`src/rtl/alu_mc_pkg.sv`:
```
// Shared ALU operation codes, FSM state encoding and iterative-datapath op selects for alu_mc.
package alu_mc_pkg;

  localparam logic [3:0] FUNC_ADD    = 4'd0;
  localparam logic [3:0] FUNC_SUB    = 4'd1;
  localparam logic [3:0] FUNC_AND    = 4'd2;
  localparam logic [3:0] FUNC_ORR    = 4'd3;
  localparam logic [3:0] FUNC_NOT    = 4'd4;
  localparam logic [3:0] FUNC_TCP    = 4'd5;
  localparam logic [3:0] FUNC_SHL1   = 4'd6;
  localparam logic [3:0] FUNC_SHR1   = 4'd7;
  localparam logic [3:0] FUNC_LHI    = 4'd8;
  localparam logic [3:0] FUNC_PASS_A = 4'd9;
  localparam logic [3:0] FUNC_PASS_B = 4'd10;
  localparam logic [3:0] FUNC_SHLN   = 4'd11;
  localparam logic [3:0] FUNC_SHRN   = 4'd12;
  localparam logic [3:0] FUNC_MUL    = 4'd13;

  localparam logic [1:0] ST_IDLE = 2'd0;
  localparam logic [1:0] ST_EXEC = 2'd1;
  localparam logic [1:0] ST_DONE = 2'd2;

  localparam logic [1:0] SM_SHL = 2'd0;
  localparam logic [1:0] SM_SHR = 2'd1;
  localparam logic [1:0] SM_MUL = 2'd2;

endpackage

```
`src/rtl/alu_mc_shiftmul.sv`:
```
// Iterative datapath: N-bit shifts one bit per cycle, shift-add multiply over WORD_SIZE cycles.
// last_o flags the final step; res_o is the value that step produces. Multiplier only with ALU_MC_MUL_EN.
module alu_mc_shiftmul
  import alu_mc_pkg::*;
#(
  parameter int WORD_SIZE = 16,
  parameter int SHAMT_W   = $clog2(WORD_SIZE)
) (
  input  logic                 clk,
  input  logic                 reset,
  input  logic                 start_i,
  input  logic [1:0]           op_i,
  input  logic [WORD_SIZE-1:0] a_i,
  input  logic [WORD_SIZE-1:0] b_i,
  output logic                 last_o,
  output logic [WORD_SIZE-1:0] res_o
);
  // One extra counter bit so a count of WORD_SIZE (multiply) fits without wrapping.
  localparam int CNT_W = SHAMT_W + 1;

  logic [CNT_W-1:0]     cnt_q, cnt_d;
  logic [1:0]           op_q, op_d;
  logic [WORD_SIZE-1:0] sh_q, sh_d;
  logic                 step;

  assign step   = !start_i && (cnt_q != '0);
  assign last_o = (cnt_q == CNT_W'(1));

  always_comb begin
    cnt_d = cnt_q;
    op_d  = op_q;
    sh_d  = sh_q;
    if (start_i) begin
      op_d  = op_i;
      sh_d  = a_i;
      cnt_d = (op_i == SM_MUL) ? CNT_W'(WORD_SIZE) : {1'b0, b_i[SHAMT_W-1:0]};
    end else if (step) begin
      cnt_d = cnt_q - CNT_W'(1);
      sh_d  = (op_q == SM_SHR) ? {sh_q[WORD_SIZE-1], sh_q[WORD_SIZE-1:1]}
                               : {sh_q[WORD_SIZE-2:0], 1'b0};
    end
  end

  always_ff @(posedge clk) begin
    if (reset) begin
      cnt_q <= '0;
      op_q  <= SM_SHL;
      sh_q  <= '0;
    end else begin
      cnt_q <= cnt_d;
      op_q  <= op_d;
      sh_q  <= sh_d;
    end
  end

`ifdef ALU_MC_MUL_EN
  // sh_q doubles as the left-shifting multiplicand; mpl_q feeds multiplier bits LSB first.
  logic [WORD_SIZE-1:0] prod_q, prod_d, mpl_q, mpl_d;

  always_comb begin
    prod_d = prod_q;
    mpl_d  = mpl_q;
    if (start_i) begin
      prod_d = '0;
      mpl_d  = b_i;
    end else if (step && (op_q == SM_MUL)) begin
      if (mpl_q[0]) prod_d = prod_q + sh_q;
      mpl_d = mpl_q >> 1;
    end
  end

  always_ff @(posedge clk) begin
    if (reset) begin
      prod_q <= '0;
      mpl_q  <= '0;
    end else begin
      prod_q <= prod_d;
      mpl_q  <= mpl_d;
    end
  end

  assign res_o = (op_q == SM_MUL) ? prod_d : sh_d;
`else
  logic unused_b_hi;
  assign unused_b_hi = ^b_i[WORD_SIZE-1:SHAMT_W];
  assign res_o       = sh_d;
`endif

endmodule

```
`src/rtl/alu_mc.sv`:
```
// Multi-cycle ALU with valid/ready handshake: single-cycle ops latency 1, SHLN/SHRN n+1, MUL WORD_SIZE+1.
// Result is held in DONE until out_ready; ALU_MC_MUL_EN enables the multiplier (code 13), else it is illegal.
module alu_mc
  import alu_mc_pkg::*;
#(
  parameter int WORD_SIZE = 16,
  parameter int SHAMT_W   = $clog2(WORD_SIZE)
) (
  input  logic                 clk,
  input  logic                 reset,
  input  logic                 in_valid,
  output logic                 in_ready,
  input  logic [WORD_SIZE-1:0] a,
  input  logic [WORD_SIZE-1:0] b,
  input  logic [3:0]           alu_code,
  output logic                 out_valid,
  input  logic                 out_ready,
  output logic [WORD_SIZE-1:0] c,
  output logic                 zero,
  output logic                 ovf,
  output logic                 err
);
  localparam int MSB = WORD_SIZE - 1;

  logic [1:0]           state_q, state_d;
  logic [WORD_SIZE-1:0] c_q, c_d;
  logic                 zero_q, zero_d, ovf_q, ovf_d, err_q, err_d;
  logic [WORD_SIZE-1:0] sum, diff, op_res, sm_res;
  logic                 op_ovf, op_err, op_multi, sm_start, sm_last;
  logic [1:0]           sm_op;
  logic [SHAMT_W-1:0]   shamt;

  assign sum   = a + b;
  assign diff  = a - b;
  assign shamt = b[SHAMT_W-1:0];

  always_comb begin
    op_res   = '0;
    op_ovf   = 1'b0;
    op_err   = 1'b0;
    op_multi = 1'b0;
    sm_op    = SM_SHL;
    case (alu_code)
      FUNC_ADD:    begin
        op_res = sum;
        op_ovf = (a[MSB] == b[MSB]) && (sum[MSB] != a[MSB]);
      end
      FUNC_SUB:    begin
        op_res = diff;
        op_ovf = (a[MSB] != b[MSB]) && (diff[MSB] != a[MSB]);
      end
      FUNC_AND:    op_res = a & b;
      FUNC_ORR:    op_res = a | b;
      FUNC_NOT:    op_res = ~a;
      FUNC_TCP:    op_res = -a;
      FUNC_SHL1:   op_res = {a[MSB-1:0], 1'b0};
      FUNC_SHR1:   op_res = {a[MSB], a[MSB:1]};
      FUNC_LHI:    op_res = b << 8;
      FUNC_PASS_A: op_res = a;
      FUNC_PASS_B: op_res = b;
      // A zero shift amount completes immediately with c=a.
      FUNC_SHLN:   begin
        op_res   = a;
        op_multi = (shamt != '0);
        sm_op    = SM_SHL;
      end
      FUNC_SHRN:   begin
        op_res   = a;
        op_multi = (shamt != '0);
        sm_op    = SM_SHR;
      end
`ifdef ALU_MC_MUL_EN
      FUNC_MUL:    begin
        op_multi = 1'b1;
        sm_op    = SM_MUL;
      end
`endif
      default:     op_err = 1'b1;
    endcase
  end

  always_comb begin
    state_d  = state_q;
    c_d      = c_q;
    zero_d   = zero_q;
    ovf_d    = ovf_q;
    err_d    = err_q;
    sm_start = 1'b0;
    case (state_q)
      ST_IDLE: if (in_valid) begin
        if (op_multi) begin
          state_d  = ST_EXEC;
          sm_start = 1'b1;
        end else begin
          state_d = ST_DONE;
          c_d     = op_res;
          zero_d  = (op_res == '0);
          ovf_d   = op_ovf;
          err_d   = op_err;
        end
      end
      ST_EXEC: if (sm_last) begin
        state_d = ST_DONE;
        c_d     = sm_res;
        zero_d  = (sm_res == '0);
        ovf_d   = 1'b0;
        err_d   = 1'b0;
      end
      ST_DONE: if (out_ready) state_d = ST_IDLE;
      default: state_d = ST_IDLE;
    endcase
  end

  always_ff @(posedge clk) begin
    if (reset) begin
      state_q <= ST_IDLE;
      c_q     <= '0;
      zero_q  <= 1'b0;
      ovf_q   <= 1'b0;
      err_q   <= 1'b0;
    end else begin
      state_q <= state_d;
      c_q     <= c_d;
      zero_q  <= zero_d;
      ovf_q   <= ovf_d;
      err_q   <= err_d;
    end
  end

  alu_mc_shiftmul #(
    .WORD_SIZE (WORD_SIZE),
    .SHAMT_W   (SHAMT_W)
  ) u_shiftmul (
    .clk     (clk),
    .reset   (reset),
    .start_i (sm_start),
    .op_i    (sm_op),
    .a_i     (a),
    .b_i     (b),
    .last_o  (sm_last),
    .res_o   (sm_res)
  );

  assign in_ready  = (state_q == ST_IDLE);
  assign out_valid = (state_q == ST_DONE);
  assign c         = c_q;
  assign zero      = zero_q;
  assign ovf       = ovf_q;
  assign err       = err_q;

endmodule

```
`config.mk`:
```
export PLATFORM = sky130hd
export DESIGN_NAME = alu_mc
export DESIGN_NICKNAME = d
export VERILOG_FILES = /design/src/rtl/alu_mc_pkg.sv /design/src/rtl/alu_mc_shiftmul.sv /design/src/rtl/alu_mc.sv
export SDC_FILE = /design/constraint.sdc
export NUM_CORES = 1
export LEC_CHECK = 0
export CORE_MARGIN = 3
export CORE_UTILIZATION = 45
export CTS_CLUSTER_DIAMETER = 120
export DETAILED_ROUTE_END_ITERATION = 10
export DONT_BUFFER_PORTS = 1
export GPL_ROUTABILITY_DRIVEN = 0
export HOLD_SLACK_MARGIN = 0.12
export PLACE_DENSITY = 0.68
export REMOVE_ABC_BUFFERS = 1
export SYNTH_ARGS = -nofsm -noshare
export SYNTH_HDL_FRONTEND = slang
export SYNTH_SLANG_ARGS = --single-unit
```
`constraint.sdc`:
```
create_clock -name clk -period 6.75 [get_ports clk]
set_clock_uncertainty 0.15 [all_clocks]
set_input_delay 1.35 -clock clk [delete_from_list [all_inputs] [get_ports clk]]
set_output_delay 1.35 -clock clk [all_outputs]
set_load 0.01 [all_outputs]
```
==> metrics.md, run 1 <==
| Metric | Value |
|---|---|
| Setup total negative slack | 0 ns |
| Overall Global Routing Usage | 26.9% |
| Clock slew at reported path FFs | 0.06 ns |
| Clock tree from TritonCTS | yes |
| DRT Pass-1 Iters | 6 |
| Number of global-route vias before repair | 5,804 |
| Highest clock rate | 230 MHz |
| Worst voltage drop across the vdd grid | 0.000133 V |
| Inserted Diodes | 0 |
| Source-to-sink clock delay at the later pin of the worst-skew pair | 0.29 ns |
| Via/cell ratio | 6.81 |
| Detailed-route DRC error count | 0 |
| Commonest cells after routing, fill and taps aside | nor2_1 (97), a21oi_1 (68), nand2_1 (58) |
| Final count of hold timing violations | 0 |
| Worst Path Arrival | 4.38 ns |
| Nature of the critical path endpoint | flip-flop |
| Routed wire per std cell | 21.5 µm |
| GR peak layer | met2 |
| Cell area after synthesis | 5820 µm² |
| Slowest stage cell on the critical path | o311ai_1 |
| Clock Tree Root | clkbuf_16 |
| # H-tree levels | 2 |
| Leading cell type in the layout, fill and taps excluded | nor2_1 |
| Total of hold buffers inserted after clock tree synthesis | 0 |
| Total number of vias | 6,328 |
| Register-to-Register Setup Slack | 3.20 ns |
| Post-route worst setup slack | 2.41 ns |
| Post-CTS sizing | 0 |
| Final #Nets | 855 |
| Pwr/cell area | 187 nW/µm² |
| Warning count from the yosys run | 0 |
| Area of combinational cells with multiple inputs | 4500 µm² |
| Routing usage on met3 | 7.59% |
| I/O Pins | 61 |
| Max stage delay on crit path | 0.60 ns |
| Die Wd | 120 µm |
| Total wire length after detailed routing | 20,000 µm |
| Leakage power of the design | 0.00231 µW |
| Grt met1 use | 36.3% |
| Max-capacitance violation count | 0 |
| Antenna viol nets, final | 0 |
| Required @ worst endpoint | 6.79 ns |
| Register area | 861 µm² |
| Startpoint Class | input pin |
| Met2 usage | 42.1% |
| Final hold slack | 0.350 ns |
| Number of buffers inserted by post-CTS setup repair | 0 |
| Max-slew violation total from the final report | 0 |
| Result of the run | complete, no violations |
| Global-route congestion overflow total | 0 |
| Clock tree buffer depth | 2 |
| Unrepaired setup endpoints after global routing | no |
| Prevailing post-synth register cell | dfxtp_1 |
| Global-route wire length before repair | 31,300 µm |
| Critical path start-end classification | in -> reg |
| Fraction of registers with async set/reset | 0% |
| Core outline area | 12,300 µm² |
| Register bit count reported by yosys | 43 |
| Count of flip-flops with a built-in enable after synthesis | 0 |
| CTS Buf Count | 5 |
| Effective utilization at floorplan | 47.3% |
| Pin count of the biggest net entering global routing | 55 |
| Portion of the post-synthesis area used by sequential elements | 14.8% |
| Worst setup slack after placement | 2.13 ns |
| Number of distinct library cells after synthesis | 88 |
| Share of cells above drive strength 1 | 4.73% |
| Slew of the pin with the lowest slew margin | 1.07 ns |
| Number of instances in the synthesized netlist | 806 |
| Headroom to the max-slew limit | 28.7% |
| List of cells traversed by the critical path | inv_1 -> ha_1 -> inv_1 -> fa_1 -> nor2b_1 -> o311ai_1 -> a21oi_1 -> o41ai_1 -> o211ai_1 -> a21oi_1 -> and3b_1 -> a31o_1 |
| Area added between synthesis and finish | 2.88% |
| Setup violation total in the final timing report | 0 |
| Detailed placement HPWL | 15,100 µm |
| Crit path time final | 4.34 ns |
| Count of port buffers added during placement | 0 |
| CP Max Fanout | 8 |
| Number of antenna violations at the first check in global routing | 0 |
| Sink Count | 43 |
| Number of rows in the core area | 40 |
| Number of buffers and inverters on the critical path | 2 |
| Filler Cell Count | 1,225 |
| Die Ht | 120 µm |
| Worst min-delay path class | reg -> reg |
| Post-route fraction of the period consumed by the critical path | 64.3% |
| Cell family with the largest share of critical-path delay | compound AO/OA/AOI/OAI gates |
| Total die area | 14,300 µm² |
| Initial DRC Count | 911 |
| Syn Area/Cell | 7.22 µm² |
report_power, final:
part           internal (µW)  switching [µW]  total, µW  leakage (µW)
Sequential               289            37.3        326      0.000351
Combinational            196             314        510       0.00187
Clock                    184            98.5        282     0.0000868
Total                    669             450       1120       0.00231
synthesized netlist by cell type (4+ instances only):
master / number / share of area (%)
nand2b_1: 12 / 1.3
nand4_1: 9 / 0.97
inv_1: 52 / 3.4
o2111ai_1: 6 / 0.90
o31ai_1: 6 / 0.77
clkbuf_1: 36 / 2.3
nand3_1: 15 / 1.3
a2111oi_0: 4 / 0.60
a221oi_1: 9 / 1.4
o221ai_1: 5 / 0.75
and3_1: 5 / 0.54
o21ai_1: 7 / 0.60
a211o_1: 8 / 1.2
nor2b_1: 15 / 1.6
a31oi_1: 9 / 0.97
nor3b_1: 5 / 0.64
nor2_1: 97 / 6.3
a21oi_1: 68 / 5.8
a211oi_1: 20 / 2.6
ha_1: 53 / 11
nor4_1: 9 / 0.97
nand3b_1: 5 / 0.64
xnor2_1: 10 / 1.5
o211ai_1: 14 / 1.8
o21ai_0: 36 / 3.1
xor2_1: 5 / 0.75
dfxtp_1: 43 / 15
nand2_1: 58 / 3.7
mux2i_1: 31 / 5.3
o22ai_1: 5 / 0.54
a22oi_1: 10 / 1.3
a32oi_1: 10 / 1.5
nor3_1: 23 / 2.0
buf_2: 15 / 1.3
through the flow:
stage	power (µW)	utilization, %	cell area (µm²)	cells
3_5_place_dp	829	47.2	5820	921
2_1_floorplan	699	-	5560	747
4_1_cts	1110	48.7	5990	929
3_3_place_gp	817	47.2	5820	921
5_1_grt	1200	48.7	5990	929
6_report	1120	48.7	5990	929
tightest hold or removal path, cell delays in order, from the launching register on:
cell     delay (ns)
dfxtp_1        0.34
nand2_1        0.07
a21oi_1        0.05
flip-flops by register name, indices dropped and copies added (netlist names):
| register | flops |
|---|---|
| u_shiftmul.cnt_q | 5 |
| ovf | 1 |
| state_q | 2 |
| u_shiftmul.op_q | 1 |
| c | 16 |
| zero | 1 |
| u_shiftmul.sh_q | 16 |
| err | 1 |
cells by family (layout without fill, tap and decap cells):
kind of cell    count (synthesis)  count (layout)  share of synthesized area, %
compound gates                259             259                          30.3
simple gates                  284             284                          25.8
xor+xnor                       15              15                          2.26
flops                          43              43                          14.8
buf+inv                       113              68                          8.06
fa+ha+maj                      55              55                          12.1
mux                            37              37                          6.75
final timing paths:
check             cells past startpoint    to  startpoint
hold reg to reg                       2  c[9]        c[9]
hold / removal                        2  c[9]        c[9]
setup / recovery                     12  zero        a[0]
setup reg to reg                      7  zero  state_q[0]
layout make-up:
type	count	share of cell area [%]
sequential	43	14.4
inverter	54	3.38
multi-input combinational	650	75.1
clock inverter	2	0.585
timing repair buffer	6	0.752
tap	168	3.51
clock buffer	6	2.32
routing by layer:
| layer | routed length [µm] | part of all wire [%] |
|---|---|---|
| met2 | 8740 | 44 |
| met3 | 2420 | 12 |
| met1 | 8150 | 41 |
| met5 | 0 | 0 |
| met4 | 702 | 3.5 |
Note: power is estimated with default switching activity, not from simulation.
==> inputs of run 2 (changes only) <==
Settings changed: PLACE_DENSITY 0.68 to 0.7.
Clock period 6.75 ns to 3.75 ns, I/O delays scaled along.
==> metrics.md, run 2 (same netlist as run 1, synthesis figures left out) <==
| Metric | Value |
|---|---|
| Pwr/cell area | 330 nW/µm² |
| Antenna viol nets, final | 0 |
| Result of the run | complete, no violations |
| Max-capacitance violation count | 0 |
| Number of rows in the core area | 40 |
| Post-CTS sizing | 0 |
| Die Wd | 120 µm |
| DRT Pass-1 Iters | 6 |
| Clock tree buffer depth | 2 |
| List of cells traversed by the critical path | inv_1 -> ha_1 -> inv_1 -> fa_1 -> nor2b_1 -> o311ai_1 -> a21oi_1 -> o41ai_1 -> o211ai_1 -> a21oi_1 -> and3b_1 -> a31o_1 |
| Total non-filler cell area in the finished layout | 6170 µm² |
| # H-tree levels | 2 |
| Required @ worst endpoint | 3.78 ns |
| Max stage delay on crit path | 0.48 ns |
| Routed wire per std cell | 21.3 µm |
| Die Ht | 120 µm |
| Area added between synthesis and finish | 5.89% |
| Cell family with the largest share of critical-path delay | compound AO/OA/AOI/OAI gates |
| Total die area | 14,300 µm² |
| Worst Path Arrival | 3.46 ns |
| Number of global-route vias before repair | 5,783 |
| Global-route congestion overflow total | 0 |
| Clock slew at reported path FFs | 0.06 ns |
| Final count of hold timing violations | 0 |
| Inserted Diodes | 0 |
| Nature of the critical path endpoint | flip-flop |
| Pin count of the biggest net entering global routing | 55 |
| I/O Pins | 61 |
| Number of buffers inserted by post-CTS setup repair | 0 |
| Total wire length after detailed routing | 20,300 µm |
| Final #Nets | 879 |
| Total of hold buffers inserted after clock tree synthesis | 0 |
| Worst min-delay path class | reg -> reg |
| Crit path time final | 3.44 ns |
| Number of buffers and inverters on the critical path | 2 |
| Via/cell ratio | 6.63 |
| Initial DRC Count | 828 |
| Detailed placement HPWL | 15,200 µm |
| Clock tree from TritonCTS | yes |
| Post-layout utilization of the core | 50.1% |
| Setup total negative slack | 0 ns |
| Max-slew violation total from the final report | 0 |
| Leading cell type in the layout, fill and taps excluded | nor2_1 |
| Sum of internal, switching and leakage power | 2030 µW |
| Clock Tree Root | clkbuf_16 |
| Sink Count | 43 |
| Startpoint Class | input pin |
| Number of antenna violations at the first check in global routing | 0 |
| Detailed-route DRC error count | 0 |
| Filler Cell Count | 1,263 |
| Critical path start-end classification | in -> reg |
| Post-place instance area | 6000 µm² |
| Slowest stage cell on the critical path | o41ai_1 |
| Leakage power of the design | 0.00242 µW |
| Post-route fraction of the period consumed by the critical path | 91.6% |
| Headroom to the max-slew limit | 39.5% |
| Global-route wire length before repair | 31,900 µm |
| Effective utilization at floorplan | 47.3% |
| CTS Buf Count | 5 |
| Core outline area | 12,300 µm² |
| Count of port buffers added during placement | 0 |
| Overall Global Routing Usage | 27.4% |
| Slew of the pin with the lowest slew margin | 0.906 ns |
| CP Max Fanout | 8 |
| Source-to-sink clock delay at the later pin of the worst-skew pair | 0.29 ns |
| Total number of vias | 6,319 |
| Unrepaired setup endpoints after global routing | no |
| Commonest cells after routing, fill and taps aside | nor2_1 (97), a21oi_1 (68), nand2_1 (58) |
| Share of cells above drive strength 1 | 7.64% |
| Setup violation total in the final timing report | 0 |
| Worst voltage drop across the vdd grid | 0.000258 V |
| Highest clock rate | 291 MHz |
==> run 2: cell count changes in the layout (fill, tap and decap cells not counted), sizes merged <==
cell,delta
clkbuf,-1
buf,+24
clkinv,+1
==> run 2: path summary, 6_finish.rpt <==
kind / start / end / slack, ns / depth (start not counted)
max reg2reg: state_q[1] / zero / 0.66 / 9
min: c[9] / c[9] / 0.34 / 2
max: a[0] / zero / 0.31 / 12
min reg2reg: c[9] / c[9] / 0.34 / 2
==> run 2: stage by stage <==
| step | hold WS [ns] | cells | worst slack [ns] |
|---|---|---|---|
| 6_report | 0.344 | 953 | 0.314 |
| 5_1_grt | 0.374 | 953 | 0.144 |
| 4_1_cts | 0.347 | 953 | 0.341 |
| 3_5_place_dp | 0.339 | 945 | 0.0567 |
| 3_3_place_gp | 0.337 | 945 | 0.108 |
| 2_1_floorplan | 0.320 | 747 | 0.297 |
==> run 2: power breakdown <==
| part | total (µW) | leakage [µW] | internal (µW) | switching [µW] |
|---|---|---|---|---|
| clock | 493 | 0.0000838 | 314 | 179 |
| combinational | 953 | 0.00199 | 382 | 570 |
| sequential | 587 | 0.000351 | 520 | 67.3 |
==> run 2: worst min-delay path, cell delays in order, from the launching register on <==
cell and delay, ns:
dfxtp_1 0.34, nand2_1 0.07, a21oi_1 0.05
==> run 2: final cells by class <==
cell class / instances / area [µm²] / share of cell area, %
timing repair buffer: 30 / 225 / 3.65
clock buffer: 5 / 125 / 2.03
clock inverter: 3 / 43.8 / 0.710
sequential: 43 / 861 / 14.0
inverter: 54 / 203 / 3.29
tap: 168 / 210 / 3.41
multi-input combinational: 650 / 4500 / 73.0
==> run 2: layer usage <==
| layer | up-vias | wire length, µm | GRT usage, % |
|---|---|---|---|
| met1 | 2955 | 8650 | 38.2 |
| met2 | 371 | 8930 | 42.2 |
| met3 | 58 | 2230 | 6.83 |
| li1 | 2935 | - | - |
| met5 | - | 0 | 0 |
| met4 | 0 | 536 | 6.66 |
